`src/rtl/tpu_pkg.sv`:
```
// Shared definitions for the MLP layer scheduler.
//   - scheduler FSM state encodings (also exported on sched_state_dbg)
//   - cfg_sel field selectors for the per-layer config table
//   - layer_cfg_t: one row of the per-layer norm/quant table
package tpu_pkg;

   typedef logic [3:0] sched_state_e;

   localparam sched_state_e S_IDLE   = 4'd0;
   localparam sched_state_e S_WRST   = 4'd1;
   localparam sched_state_e S_WLOAD  = 4'd2;
   localparam sched_state_e S_WREADY = 4'd3;
   localparam sched_state_e S_ACT    = 4'd4;
   localparam sched_state_e S_START  = 4'd5;
   localparam sched_state_e S_WAIT   = 4'd6;
   localparam sched_state_e S_NEXT   = 4'd7;
   localparam sched_state_e S_ERR    = 4'd8;
   localparam sched_state_e S_DONE   = 4'd9;

   localparam logic [2:0] CFG_GAIN  = 3'd0;
   localparam logic [2:0] CFG_BIAS  = 3'd1;
   localparam logic [2:0] CFG_SHIFT = 3'd2;
   localparam logic [2:0] CFG_INV   = 3'd3;
   localparam logic [2:0] CFG_ZP    = 3'd4;

   typedef struct packed {
      logic [15:0] gain;
      logic [31:0] bias;
      logic [4:0]  shift;
      logic [15:0] inv_scale;
      logic [7:0]  zero_point;
   } layer_cfg_t;

endpackage

```
`src/rtl/mlp_layer_scheduler_if.sv`:
```
// Bundle of all scheduler signals except clock/reset.
//   master: host + mlp_top + weight buffer side (drives cfg/job, wmem_rdata,
//           layer_complete, acc_*)
//   slave : the scheduler itself
interface mlp_layer_scheduler_if #(parameter int WMEM_AW = 5);
   logic               cfg_we;
   logic [1:0]         cfg_layer;
   logic [2:0]         cfg_sel;
   logic [31:0]        cfg_wdata;
   logic               job_start;
   logic [2:0]         job_num_layers;
   logic [15:0]        job_act_data;
   logic               job_abort;
   logic               busy;
   logic               job_done;
   logic               job_err;
   logic [31:0]        res_acc0;
   logic [31:0]        res_acc1;
   logic [WMEM_AW-1:0] wmem_addr;
   logic [7:0]         wmem_rdata;
   logic               wf_push_col0;
   logic               wf_push_col1;
   logic [7:0]         wf_data_in;
   logic               wf_reset;
   logic               init_act_valid;
   logic [15:0]        init_act_data;
   logic               start_mlp;
   logic               weights_ready;
   logic [15:0]        norm_gain;
   logic [31:0]        norm_bias;
   logic [4:0]         norm_shift;
   logic [15:0]        q_inv_scale;
   logic [7:0]         q_zero_point;
   logic               layer_complete;
   logic               acc_valid;
   logic [31:0]        acc0;
   logic [31:0]        acc1;
   logic [3:0]         sched_state_dbg;

   modport master (
      output cfg_we, cfg_layer, cfg_sel, cfg_wdata, job_start, job_num_layers,
             job_act_data, job_abort, wmem_rdata, layer_complete, acc_valid, acc0, acc1,
      input  busy, job_done, job_err, res_acc0, res_acc1, wmem_addr, wf_push_col0,
             wf_push_col1, wf_data_in, wf_reset, init_act_valid, init_act_data, start_mlp,
             weights_ready, norm_gain, norm_bias, norm_shift, q_inv_scale, q_zero_point,
             sched_state_dbg
   );

   modport slave (
      input  cfg_we, cfg_layer, cfg_sel, cfg_wdata, job_start, job_num_layers,
             job_act_data, job_abort, wmem_rdata, layer_complete, acc_valid, acc0, acc1,
      output busy, job_done, job_err, res_acc0, res_acc1, wmem_addr, wf_push_col0,
             wf_push_col1, wf_data_in, wf_reset, init_act_valid, init_act_data, start_mlp,
             weights_ready, norm_gain, norm_bias, norm_shift, q_inv_scale, q_zero_point,
             sched_state_dbg
   );
endinterface

```
`src/rtl/mlp_weight_streamer.sv`:
```
// Streams one layer's weight bytes from the weight buffer into the FIFOs.
//   start      : begin streaming layer `layer` (counter restarts)
//   kill       : stop immediately, no further pushes
//   wmem_addr  : layer*WBYTES + i, issued for i = 0..WBYTES-1
//   wmem_rdata : buffer data, one cycle after the address
//   push_col0/1, data_out : FIFO push strobes/data (first half col0, rest col1)
//   done       : high on the cycle carrying the last push
module mlp_weight_streamer #(
   parameter int WBYTES  = 4,
   parameter int WMEM_AW = 5
) (
   input  logic               clk,
   input  logic               rst,
   input  logic               start,
   input  logic               kill,
   input  logic [2:0]         layer,
   output logic [WMEM_AW-1:0] wmem_addr,
   input  logic [7:0]         wmem_rdata,
   output logic               push_col0,
   output logic               push_col1,
   output logic [7:0]         data_out,
   output logic               done
);
   localparam int CW = $clog2(WBYTES + 1);

   logic          run_q, run_d;
   logic [CW-1:0] cnt_q, cnt_d;
   logic [CW-1:0] idx;
   logic          push;

   // cnt_q is the address index; the byte pushed this cycle is for cnt_q-1
   // because the buffer returns data one cycle after the address.
   assign idx       = cnt_q - CW'(1);
   assign push      = run_q && (cnt_q != '0);
   assign done      = run_q && (cnt_q == CW'(WBYTES));
   assign push_col0 = push && (idx <  CW'(WBYTES / 2));
   assign push_col1 = push && (idx >= CW'(WBYTES / 2));
   assign data_out  = push ? wmem_rdata : 8'h00;
   assign wmem_addr = (run_q && cnt_q < CW'(WBYTES))
                      ? WMEM_AW'(int'(layer) * WBYTES) + WMEM_AW'(cnt_q) : '0;

   always_comb begin
      run_d = run_q;
      cnt_d = cnt_q;
      if (kill) begin
         run_d = 1'b0;
      end else if (start) begin
         run_d = 1'b1;
         cnt_d = '0;
      end else if (run_q) begin
         if (done) run_d = 1'b0;
         else      cnt_d = cnt_q + CW'(1);
      end
   end

   always_ff @(posedge clk) begin
      if (rst) begin
         run_q <= 1'b0;
         cnt_q <= '0;
      end else begin
         run_q <= run_d;
         cnt_q <= cnt_d;
      end
   end
endmodule

```
`src/rtl/mlp_layer_scheduler.sv`:
```
// Job sequencer between the host command path and mlp_top.
//   clk, rst : clock, synchronous active-high reset
//   bus      : slave side of mlp_layer_scheduler_if -- config writes,
//              job_start/job_done handshake, weight buffer reads, FIFO pushes,
//              per-layer norm/quant outputs and mlp_top control/results.
// Holds the per-layer config table, loads each layer's weights via
// mlp_weight_streamer, starts the MLP on layer 0 and walks layers on
// layer_complete, with timeout and abort both ending in ERR -> DONE.
module mlp_layer_scheduler
   import tpu_pkg::*;
#(
   parameter int MAX_LAYERS       = 4,
   parameter int WBYTES_PER_LAYER = 4,
   parameter int WMEM_AW          = 5,
   parameter int TIMEOUT_CYCLES   = 1024
) (
   input  logic                  clk,
   input  logic                  rst,
   mlp_layer_scheduler_if.slave  bus
);
   localparam int LW = (MAX_LAYERS > 1) ? $clog2(MAX_LAYERS) : 1;
   localparam int TW = $clog2(TIMEOUT_CYCLES);

   sched_state_e state_q, state_d;
   logic [2:0]   layer_q, layer_d, num_q, num_d;
   logic [15:0]  act_q, act_d;
   logic         err_q, err_d, wrdy_q, wrdy_d;
   logic [TW-1:0] tmo_q, tmo_d;
   logic [31:0]  res0_q, res0_d, res1_q, res1_d;
   layer_cfg_t   norm_q, norm_d;
   layer_cfg_t   cfg_q [MAX_LAYERS];
   layer_cfg_t   cfg_d [MAX_LAYERS];
   logic         idle, abort, ws_done, num_ok;

   assign idle   = (state_q == S_IDLE);
   // Abort only means something while a job is still in flight.
   assign abort  = bus.job_abort && !idle && state_q != S_ERR && state_q != S_DONE;
   assign num_ok = (bus.job_num_layers != 3'd0) && (int'(bus.job_num_layers) <= MAX_LAYERS);

   // Config table; cfg_d is also the source for norm loads so a write in the
   // same cycle as job_start is seen by layer 0.
   always_comb begin
      cfg_d = cfg_q;
      if (bus.cfg_we && idle && int'(bus.cfg_layer) < MAX_LAYERS) begin
         case (bus.cfg_sel)
            CFG_GAIN:  cfg_d[bus.cfg_layer].gain       = bus.cfg_wdata[15:0];
            CFG_BIAS:  cfg_d[bus.cfg_layer].bias       = bus.cfg_wdata;
            CFG_SHIFT: cfg_d[bus.cfg_layer].shift      = bus.cfg_wdata[4:0];
            CFG_INV:   cfg_d[bus.cfg_layer].inv_scale  = bus.cfg_wdata[15:0];
            CFG_ZP:    cfg_d[bus.cfg_layer].zero_point = bus.cfg_wdata[7:0];
            default: ;
         endcase
      end
   end

   always_comb begin
      state_d = state_q;
      layer_d = layer_q;
      num_d   = num_q;
      act_d   = act_q;
      err_d   = err_q;
      wrdy_d  = wrdy_q;
      res0_d  = res0_q;
      res1_d  = res1_q;
      norm_d  = norm_q;
      tmo_d   = (state_q == S_WAIT) ? tmo_q + TW'(1) : '0;
      case (state_q)
         S_IDLE: if (bus.job_start) begin
            num_d   = bus.job_num_layers;
            act_d   = bus.job_act_data;
            layer_d = 3'd0;
            err_d   = !num_ok;
            if (num_ok) begin
               state_d = S_WRST;
               norm_d  = cfg_d[0];
            end else begin
               state_d = S_DONE;
            end
         end
         S_WRST:  state_d = S_WLOAD;
         S_WLOAD: if (ws_done) begin
            state_d = S_WREADY;
            wrdy_d  = 1'b1;
         end
         S_WREADY: state_d = (layer_q == 3'd0) ? S_ACT : S_WAIT;
         S_ACT:    state_d = S_START;
         S_START:  state_d = S_WAIT;
         S_WAIT: begin
            // Capture happens regardless of the transition taken below.
            if (bus.acc_valid) begin
               res0_d = bus.acc0;
               res1_d = bus.acc1;
            end
            if (bus.layer_complete) begin
               wrdy_d = 1'b0;
               if (layer_q == num_q - 3'd1) begin
                  state_d = S_DONE;
               end else begin
                  state_d = S_NEXT;
                  layer_d = layer_q + 3'd1;
               end
            end else if (tmo_q == TW'(TIMEOUT_CYCLES - 1)) begin
               state_d = S_ERR;
               wrdy_d  = 1'b0;
               err_d   = 1'b1;
            end
         end
         S_NEXT: begin
            state_d = S_WRST;
            norm_d  = cfg_d[layer_q[LW-1:0]];
         end
         S_ERR:  state_d = S_DONE;
         S_DONE: state_d = S_IDLE;
         default: state_d = S_IDLE;
      endcase
      if (abort) begin
         state_d = S_ERR;
         wrdy_d  = 1'b0;
         err_d   = 1'b1;
      end
   end

   always_ff @(posedge clk) begin
      if (rst) begin
         state_q <= S_IDLE;
         layer_q <= '0;
         num_q   <= '0;
         act_q   <= '0;
         err_q   <= 1'b0;
         wrdy_q  <= 1'b0;
         tmo_q   <= '0;
         res0_q  <= '0;
         res1_q  <= '0;
         norm_q  <= '0;
         for (int i = 0; i < MAX_LAYERS; i++) cfg_q[i] <= '0;
      end else begin
         state_q <= state_d;
         layer_q <= layer_d;
         num_q   <= num_d;
         act_q   <= act_d;
         err_q   <= err_d;
         wrdy_q  <= wrdy_d;
         tmo_q   <= tmo_d;
         res0_q  <= res0_d;
         res1_q  <= res1_d;
         norm_q  <= norm_d;
         for (int i = 0; i < MAX_LAYERS; i++) cfg_q[i] <= cfg_d[i];
      end
   end

   mlp_weight_streamer #(.WBYTES(WBYTES_PER_LAYER), .WMEM_AW(WMEM_AW)) u_ws (
      .clk        (clk),
      .rst        (rst),
      .start      (state_q == S_WRST),
      .kill       (abort),
      .layer      (layer_q),
      .wmem_addr  (bus.wmem_addr),
      .wmem_rdata (bus.wmem_rdata),
      .push_col0  (bus.wf_push_col0),
      .push_col1  (bus.wf_push_col1),
      .data_out   (bus.wf_data_in),
      .done       (ws_done)
   );

   assign bus.busy            = !idle;
   assign bus.job_done        = (state_q == S_DONE);
   assign bus.job_err         = (state_q == S_DONE) && err_q;
   assign bus.res_acc0        = res0_q;
   assign bus.res_acc1        = res1_q;
   assign bus.wf_reset        = (state_q == S_WRST) || (state_q == S_ERR);
   assign bus.init_act_valid  = (state_q == S_ACT);
   assign bus.init_act_data   = (state_q == S_ACT) ? act_q : 16'h0000;
   assign bus.start_mlp       = (state_q == S_START);
   assign bus.weights_ready   = wrdy_q;
   assign bus.norm_gain       = norm_q.gain;
   assign bus.norm_bias       = norm_q.bias;
   assign bus.norm_shift      = norm_q.shift;
   assign bus.q_inv_scale     = norm_q.inv_scale;
   assign bus.q_zero_point    = norm_q.zero_point;
   assign bus.sched_state_dbg = state_q;
endmodule
```
`src/flat_wrapper.sv`:
```
// flat-port wrapper written by rule: the top's interface ports become plain ports
module mlp_layer_scheduler_flat import tpu_pkg::*;
#(
   parameter int MAX_LAYERS       = 4,
   parameter int WBYTES_PER_LAYER = 4,
   parameter int WMEM_AW          = 5,
   parameter int TIMEOUT_CYCLES   = 1024
)
  (clk, rst, bus_cfg_we, bus_cfg_layer, bus_cfg_sel, bus_cfg_wdata, bus_job_start, bus_job_num_layers, bus_job_act_data, bus_job_abort, bus_wmem_rdata, bus_layer_complete, bus_acc_valid, bus_acc0, bus_acc1, bus_busy, bus_job_done, bus_job_err, bus_res_acc0, bus_res_acc1, bus_wmem_addr, bus_wf_push_col0, bus_wf_push_col1, bus_wf_data_in, bus_wf_reset, bus_init_act_valid, bus_init_act_data, bus_start_mlp, bus_weights_ready, bus_norm_gain, bus_norm_bias, bus_norm_shift, bus_q_inv_scale, bus_q_zero_point, bus_sched_state_dbg);
  mlp_layer_scheduler_if #(.WMEM_AW(WMEM_AW)) bus_i ();
  input  logic clk;
  input  logic rst;
  input wire logic [$bits(bus_i.cfg_we)-1:0] bus_cfg_we;
  input wire logic [$bits(bus_i.cfg_layer)-1:0] bus_cfg_layer;
  input wire logic [$bits(bus_i.cfg_sel)-1:0] bus_cfg_sel;
  input wire logic [$bits(bus_i.cfg_wdata)-1:0] bus_cfg_wdata;
  input wire logic [$bits(bus_i.job_start)-1:0] bus_job_start;
  input wire logic [$bits(bus_i.job_num_layers)-1:0] bus_job_num_layers;
  input wire logic [$bits(bus_i.job_act_data)-1:0] bus_job_act_data;
  input wire logic [$bits(bus_i.job_abort)-1:0] bus_job_abort;
  input wire logic [$bits(bus_i.wmem_rdata)-1:0] bus_wmem_rdata;
  input wire logic [$bits(bus_i.layer_complete)-1:0] bus_layer_complete;
  input wire logic [$bits(bus_i.acc_valid)-1:0] bus_acc_valid;
  input wire logic [$bits(bus_i.acc0)-1:0] bus_acc0;
  input wire logic [$bits(bus_i.acc1)-1:0] bus_acc1;
  output wire logic [$bits(bus_i.busy)-1:0] bus_busy;
  output wire logic [$bits(bus_i.job_done)-1:0] bus_job_done;
  output wire logic [$bits(bus_i.job_err)-1:0] bus_job_err;
  output wire logic [$bits(bus_i.res_acc0)-1:0] bus_res_acc0;
  output wire logic [$bits(bus_i.res_acc1)-1:0] bus_res_acc1;
  output wire logic [$bits(bus_i.wmem_addr)-1:0] bus_wmem_addr;
  output wire logic [$bits(bus_i.wf_push_col0)-1:0] bus_wf_push_col0;
  output wire logic [$bits(bus_i.wf_push_col1)-1:0] bus_wf_push_col1;
  output wire logic [$bits(bus_i.wf_data_in)-1:0] bus_wf_data_in;
  output wire logic [$bits(bus_i.wf_reset)-1:0] bus_wf_reset;
  output wire logic [$bits(bus_i.init_act_valid)-1:0] bus_init_act_valid;
  output wire logic [$bits(bus_i.init_act_data)-1:0] bus_init_act_data;
  output wire logic [$bits(bus_i.start_mlp)-1:0] bus_start_mlp;
  output wire logic [$bits(bus_i.weights_ready)-1:0] bus_weights_ready;
  output wire logic [$bits(bus_i.norm_gain)-1:0] bus_norm_gain;
  output wire logic [$bits(bus_i.norm_bias)-1:0] bus_norm_bias;
  output wire logic [$bits(bus_i.norm_shift)-1:0] bus_norm_shift;
  output wire logic [$bits(bus_i.q_inv_scale)-1:0] bus_q_inv_scale;
  output wire logic [$bits(bus_i.q_zero_point)-1:0] bus_q_zero_point;
  output wire logic [$bits(bus_i.sched_state_dbg)-1:0] bus_sched_state_dbg;
  assign bus_i.cfg_we = bus_cfg_we;
  assign bus_i.cfg_layer = bus_cfg_layer;
  assign bus_i.cfg_sel = bus_cfg_sel;
  assign bus_i.cfg_wdata = bus_cfg_wdata;
  assign bus_i.job_start = bus_job_start;
  assign bus_i.job_num_layers = bus_job_num_layers;
  assign bus_i.job_act_data = bus_job_act_data;
  assign bus_i.job_abort = bus_job_abort;
  assign bus_i.wmem_rdata = bus_wmem_rdata;
  assign bus_i.layer_complete = bus_layer_complete;
  assign bus_i.acc_valid = bus_acc_valid;
  assign bus_i.acc0 = bus_acc0;
  assign bus_i.acc1 = bus_acc1;
  assign bus_busy = bus_i.busy;
  assign bus_job_done = bus_i.job_done;
  assign bus_job_err = bus_i.job_err;
  assign bus_res_acc0 = bus_i.res_acc0;
  assign bus_res_acc1 = bus_i.res_acc1;
  assign bus_wmem_addr = bus_i.wmem_addr;
  assign bus_wf_push_col0 = bus_i.wf_push_col0;
  assign bus_wf_push_col1 = bus_i.wf_push_col1;
  assign bus_wf_data_in = bus_i.wf_data_in;
  assign bus_wf_reset = bus_i.wf_reset;
  assign bus_init_act_valid = bus_i.init_act_valid;
  assign bus_init_act_data = bus_i.init_act_data;
  assign bus_start_mlp = bus_i.start_mlp;
  assign bus_weights_ready = bus_i.weights_ready;
  assign bus_norm_gain = bus_i.norm_gain;
  assign bus_norm_bias = bus_i.norm_bias;
  assign bus_norm_shift = bus_i.norm_shift;
  assign bus_q_inv_scale = bus_i.q_inv_scale;
  assign bus_q_zero_point = bus_i.q_zero_point;
  assign bus_sched_state_dbg = bus_i.sched_state_dbg;
  mlp_layer_scheduler #(.MAX_LAYERS(MAX_LAYERS), .WBYTES_PER_LAYER(WBYTES_PER_LAYER), .WMEM_AW(WMEM_AW), .TIMEOUT_CYCLES(TIMEOUT_CYCLES)) u_core (.clk(clk), .rst(rst), .bus(bus_i));
endmodule
```
`config.mk`:
```
export PLATFORM = sky130hd
export DESIGN_NAME = mlp_layer_scheduler_flat
export DESIGN_NICKNAME = d
export VERILOG_FILES = /design/src/rtl/tpu_pkg.sv /design/src/rtl/mlp_layer_scheduler_if.sv /design/src/rtl/mlp_weight_streamer.sv /design/src/rtl/mlp_layer_scheduler.sv /design/src/flat_wrapper.sv
export SDC_FILE = /design/constraint.sdc
export NUM_CORES = 1
export LEC_CHECK = 0
export ABC_CLOCK_PERIOD_IN_PS = 3100
export CORE_UTILIZATION = 55
export DETAILED_ROUTE_END_ITERATION = 16
export PLACE_DENSITY = 0.82
export SYNTH_ARGS = -nofsm -noshare
export SYNTH_HDL_FRONTEND = slang
export SYNTH_SLANG_ARGS = --single-unit
```
`constraint.sdc`:
```
create_clock -name clk -period 3.1 [get_ports clk]
set_input_delay 0.62 -clock clk [delete_from_list [all_inputs] [get_ports clk]]
set_output_delay 0.62 -clock clk [all_outputs]
set_load 0.1 [all_outputs]
```
==> reports/results.env <==
SORT_OF_ELEMENT_AT_THE_END_OF_THE_CRITICAL_PATH='output pin'
FINAL_HOLD_VIOS=0
GRT_START_MAX_NET_PINS=199
CRITICAL_PATH_REQUIRED_NS=2.48
DPL_WORST_SLACK_NS=-0.127
TIMING.CRITICAL_PATH.SLOWEST_STAGE_CELL='dfxtp_1'
CRITICAL-PATH-TOP-DELAY-FAMILY='flip-flops'
CRIT_PATH_MAX_INCR_DELAY_NS=0.88
POSTSYNTHNETCOUNT=2942
REGISTER_CELL_AREA_AFTER_LAYOUT_SQ_UM=9840
POST_SYNTH_INST_COUNT=2797
CTS.REPORTEDPATHS.CLKPINSLEW_NS=0.06
IOPINCOUNT=318
CTS_BUFFER_DEPTH=3
TIMING.CRITICAL_PATH.MODE_CELL='ha_1'
ENDPOINT='bus_wmem_addr[4]'
NUM-FILL-CELLS=3068
NUMBER_OF_PORT_BUFFERS=317
MAX_SLEW_VIOLATION_COUNT=0
CLKLATENCYLATEPIN_NS=0.63
POST_SYNTH_NUM_CELL_TYPES=82
MAX_CAP_VIOL_COUNT=0
DETAIL_PLACEMENT_HPWL_MICRONS=51100
COREAREA_SQ_UM=40800
CRIT-REG2REG-CAPTURE='u_core.bus.norm_gain[2]$_SDFFE_PP0P_'
WIRE_LENGTH_OF_THE_FIRST_GLOBAL_ROUTING_PASS_MICRONS=121000
SYNTH_AREA_PER_CELL_SQ_UM=8.13
RSZ0062_AT_GRT='false'
GRT_USAGE_PCT=36.1
FINAL-SETUP-VIOL-COUNT=0
DIE_H_MICRONS=205
TIMING.CRITICAL_PATH.DEPTH=5
WORST_IR_DROP_VDD_mV=0.551
EDFF_COUNT_SYNTH=0
CLOCK_SINKS=491
DRT_WL_TOTAL_MICRONS=78800
YS_DOMINANT_REG_CELL='dfxtp_1'
AREA_DELTA_SYNTH_FINAL_PCT=25.9
YS_FF_LATCH=491
DR_TOTAL_VIAS=23138
MIN-DELAY-START='rst'
TRITONCTS.NUM_BUFFERS=50
DRCVIOLATIONCOUNT=0
TIMING.FINAL.CRIT_SHARE_PCT=98.5
CLOCK_SKEW_NS=0.0379
YS_SEQ_AREA_SHARE_PCT=43.2
TIMING.RR.START='u_core.bus.sched_state_dbg[3]$_SDFFE_PP0P_'
STARTPOINT='u_core.layer_q[0]$_SDFFE_PP0P_'
DESIGN_POWER_TOTAL_mW=18.1
FP.DIEAREA_SQ_UM=42200
ROUTEDWLPERCELL_MICRONS=21.8
START_UTIL_PCT=55.7
CRITICAL_PATH_BUF_INV_COUNT=1
ANTENNA_FOUND_INITIAL=0
LAYOUT_SETUP_WS_NS=0.0477
POST_CTS_SIZING=1
WORST-SLEW-PIN-TRANSITION_NS=1.22
CTS_TREE='built'
TIMING.CRITICAL_PATH.FANOUT_MAX=14
GRT_OVERFLOW=0
CRITICAL_PATH.CELL_CHAIN='ha_1, ha_1, xor2_1, and2_1, buf_12'
CTS_HOLD_REPAIR_BUFFERS=0
WORST_REG_TO_REG_CELLS=7
CHIPWIDTH_MICRONS=205
ANT_NETS=0
FMAX_MHz=328
REGISTER_TO_REGISTER_SETUP_SLACK_NS=0.23
TOTAL_LEAKAGE_POWER_nW=10.6
MULTIINPUTGATEAREA_SQ_UM=11600
DATA_ARRIVAL_TIME_OF_THE_WORST_PATH_NS=2.43
POST_CTS.REPAIR.SETUP_BUFFERS=0
CRITPATHKIND='flop to output pin'
NUM_ANTENNA_CELLS=0
ITERATION_0_DRC_COUNT_OF_THE_DETAILED_ROUTER=2814
CLOCKROOTBUFFER='clkbuf_16'
POST_ROUTE_CELLS_DRIVE_ABOVE_1_SHARE_PCT=16.4
ASYNCSETRESETFLOPFRACSYNTH_PCT=0
ROWS=74
VIA_COUNT_OF_THE_FIRST_GLOBAL_ROUTING_PASS=22320
H-TREE-DEPTH=2
LAYOUT_MIN_CYCLE_TIME_NS=3.05
WORST_SETUP_PATH_START_KIND='flop'
GPL.FINAL_WEIGHTED_CONGESTION=0.902
PRE_REPAIR_DR_ITERATION_COUNT=8
STATUS='complete, no violations'
WORST_SLEW_MARGIN_REL_PCT=18.2
ROUTE.DETAILED.VIAS_PER_INST=6.40
YOSYS_WARNINGS=0
POWER-PER-CELL-AREA_nW_PER_UM2=631
FIN_NETS=3189
HP-CLASS='primary input to flop'
NETLIST_AREA_SQ_UM=22800
[per-layer routing]
metal	vias up	routed length (microns)	GRT usage [%]
met5	-	0	0
li1	10410	-	-
met1	10864	30000	45.4
met4	0	3840	15.6
met2	1549	35900	58.6
met3	315	9050	8.90
[cell families after synthesis]
family | share of synthesized area, %
compound gates | 23.8
xor+xnor | 0.792
mux | 5.25
simple gates | 19.8
buf+inv | 6.59
fa+ha+maj | 0.550
flops | 43.2
[cells in the final DEF, fill, tap and decap left out, types with 8 or more instances in the layout]
cell type / synthesis / layout
nor4_1: 23 / 23
clkbuf_1: 203 / 9
xnor2_1: 10 / 10
o21ai_1: 44 / 43
nand2_1: 472 / 471
o31ai_1: 77 / 77
dfxtp_1: 491 / 487
nor3_1: 15 / 13
nor2b_1: 10 / 8
ha_1: 10 / 10
mux2i_1: 99 / 99
or2_2: 10 / 10
nor3_4: 7 / 8
clkbuf_16: 0 / 51
a21o_1: 8 / 8
a21oi_1: 285 / 284
o22ai_1: 12 / 12
nor2_1: 174 / 173
nand3_1: 47 / 47
and2_2: 0 / 10
a41oi_1: 75 / 75
a211oi_1: 30 / 30
clkinv_2: 0 / 14
mux2_2: 12 / 12
a22oi_1: 23 / 23
buf_12: 0 / 45
and3_1: 13 / 13
xor2_1: 8 / 8
clkdlybuf4s50_1: 0 / 133
o211ai_1: 44 / 44
a31oi_1: 34 / 34
nand4_1: 42 / 42
inv_1: 80 / 80
o31a_1: 23 / 23
a22o_1: 18 / 18
buf_4: 4 / 302
and2_1: 98 / 87
o21ai_0: 87 / 87
[how the worst min path moves through the flow]
stage               cells past startpoint                      endpoint
finish                                  2  u_core.act_q[6]$_SDFFE_PP0P_
global placement                        1    u_core.tmo_q[0]$_SDFF_PP0_
floorplan                               1    u_core.tmo_q[0]$_SDFF_PP0_
CTS                                     2  u_core.act_q[6]$_SDFFE_PP0P_
detailed placement                      1    u_core.tmo_q[0]$_SDFF_PP0_
global route                            2  u_core.act_q[6]$_SDFFE_PP0P_
[power by group]
part           internal (mW)  switching [mW]  total, mW
sequential              6.54           0.239       6.78
clock                   3.71            2.67       6.38
combinational           1.25            3.66       4.91
total                   11.5            6.57       18.1
[layout make-up]
class / count / share of cell area [%]
inverter: 82 / 1.09
tap: 532 / 2.32
clock buffer: 67 / 4.91
timing repair buffer: 481 / 15.8
multi-input combinational: 1938 / 40.4
clock inverter: 26 / 1.16
sequential: 491 / 34.4
[through the flow]
step / utilization, % / setup TNS (ns) / area [sq um] / std cells / hold slack [ns]
after floorplan: - / 0 / 22800 / 2797 / 0.413
after global placement: 65.9 / -0.154 / 26900 / 3524 / 0.423
after detailed placement: 65.9 / -0.131 / 26900 / 3524 / 0.437
after CTS: 70.2 / 0 / 28600 / 3617 / 0.295
after global routing: 70.2 / 0 / 28600 / 3617 / 0.314
final: 70.2 / 0 / 28600 / 3617 / 0.313
[synthesized netlist by cell type (51+ instances only)]
cell type  number  area, sq um
dfxtp_1       491         9830
nand2_1       472         1770
a21oi_1       285         1430
clkbuf_1      203          762
nor2_1        174          653
mux2i_1        99          991
and2_1         98          613
o21ai_0        87          435
inv_1          80          300
o31ai_1        77          578
a41oi_1        75          657
buf_2          51          255
[flip-flops by register name, indices dropped and copies added, names as in the netlist, 4 cells and up]
signal	flops
u_core.bus.res_acc0	32
u_core.bus.q_inv_scale	16
u_core.cfg_q	308
u_core.bus.norm_shift	5
u_core.tmo_q	10
u_core.bus.sched_state_dbg	4
u_core.bus.q_zero_point	8
u_core.bus.norm_bias	32
u_core.bus.res_acc1	32
u_core.bus.norm_gain	16
u_core.act_q	16
No activity file was read; power rests on OpenSTA's default activity.
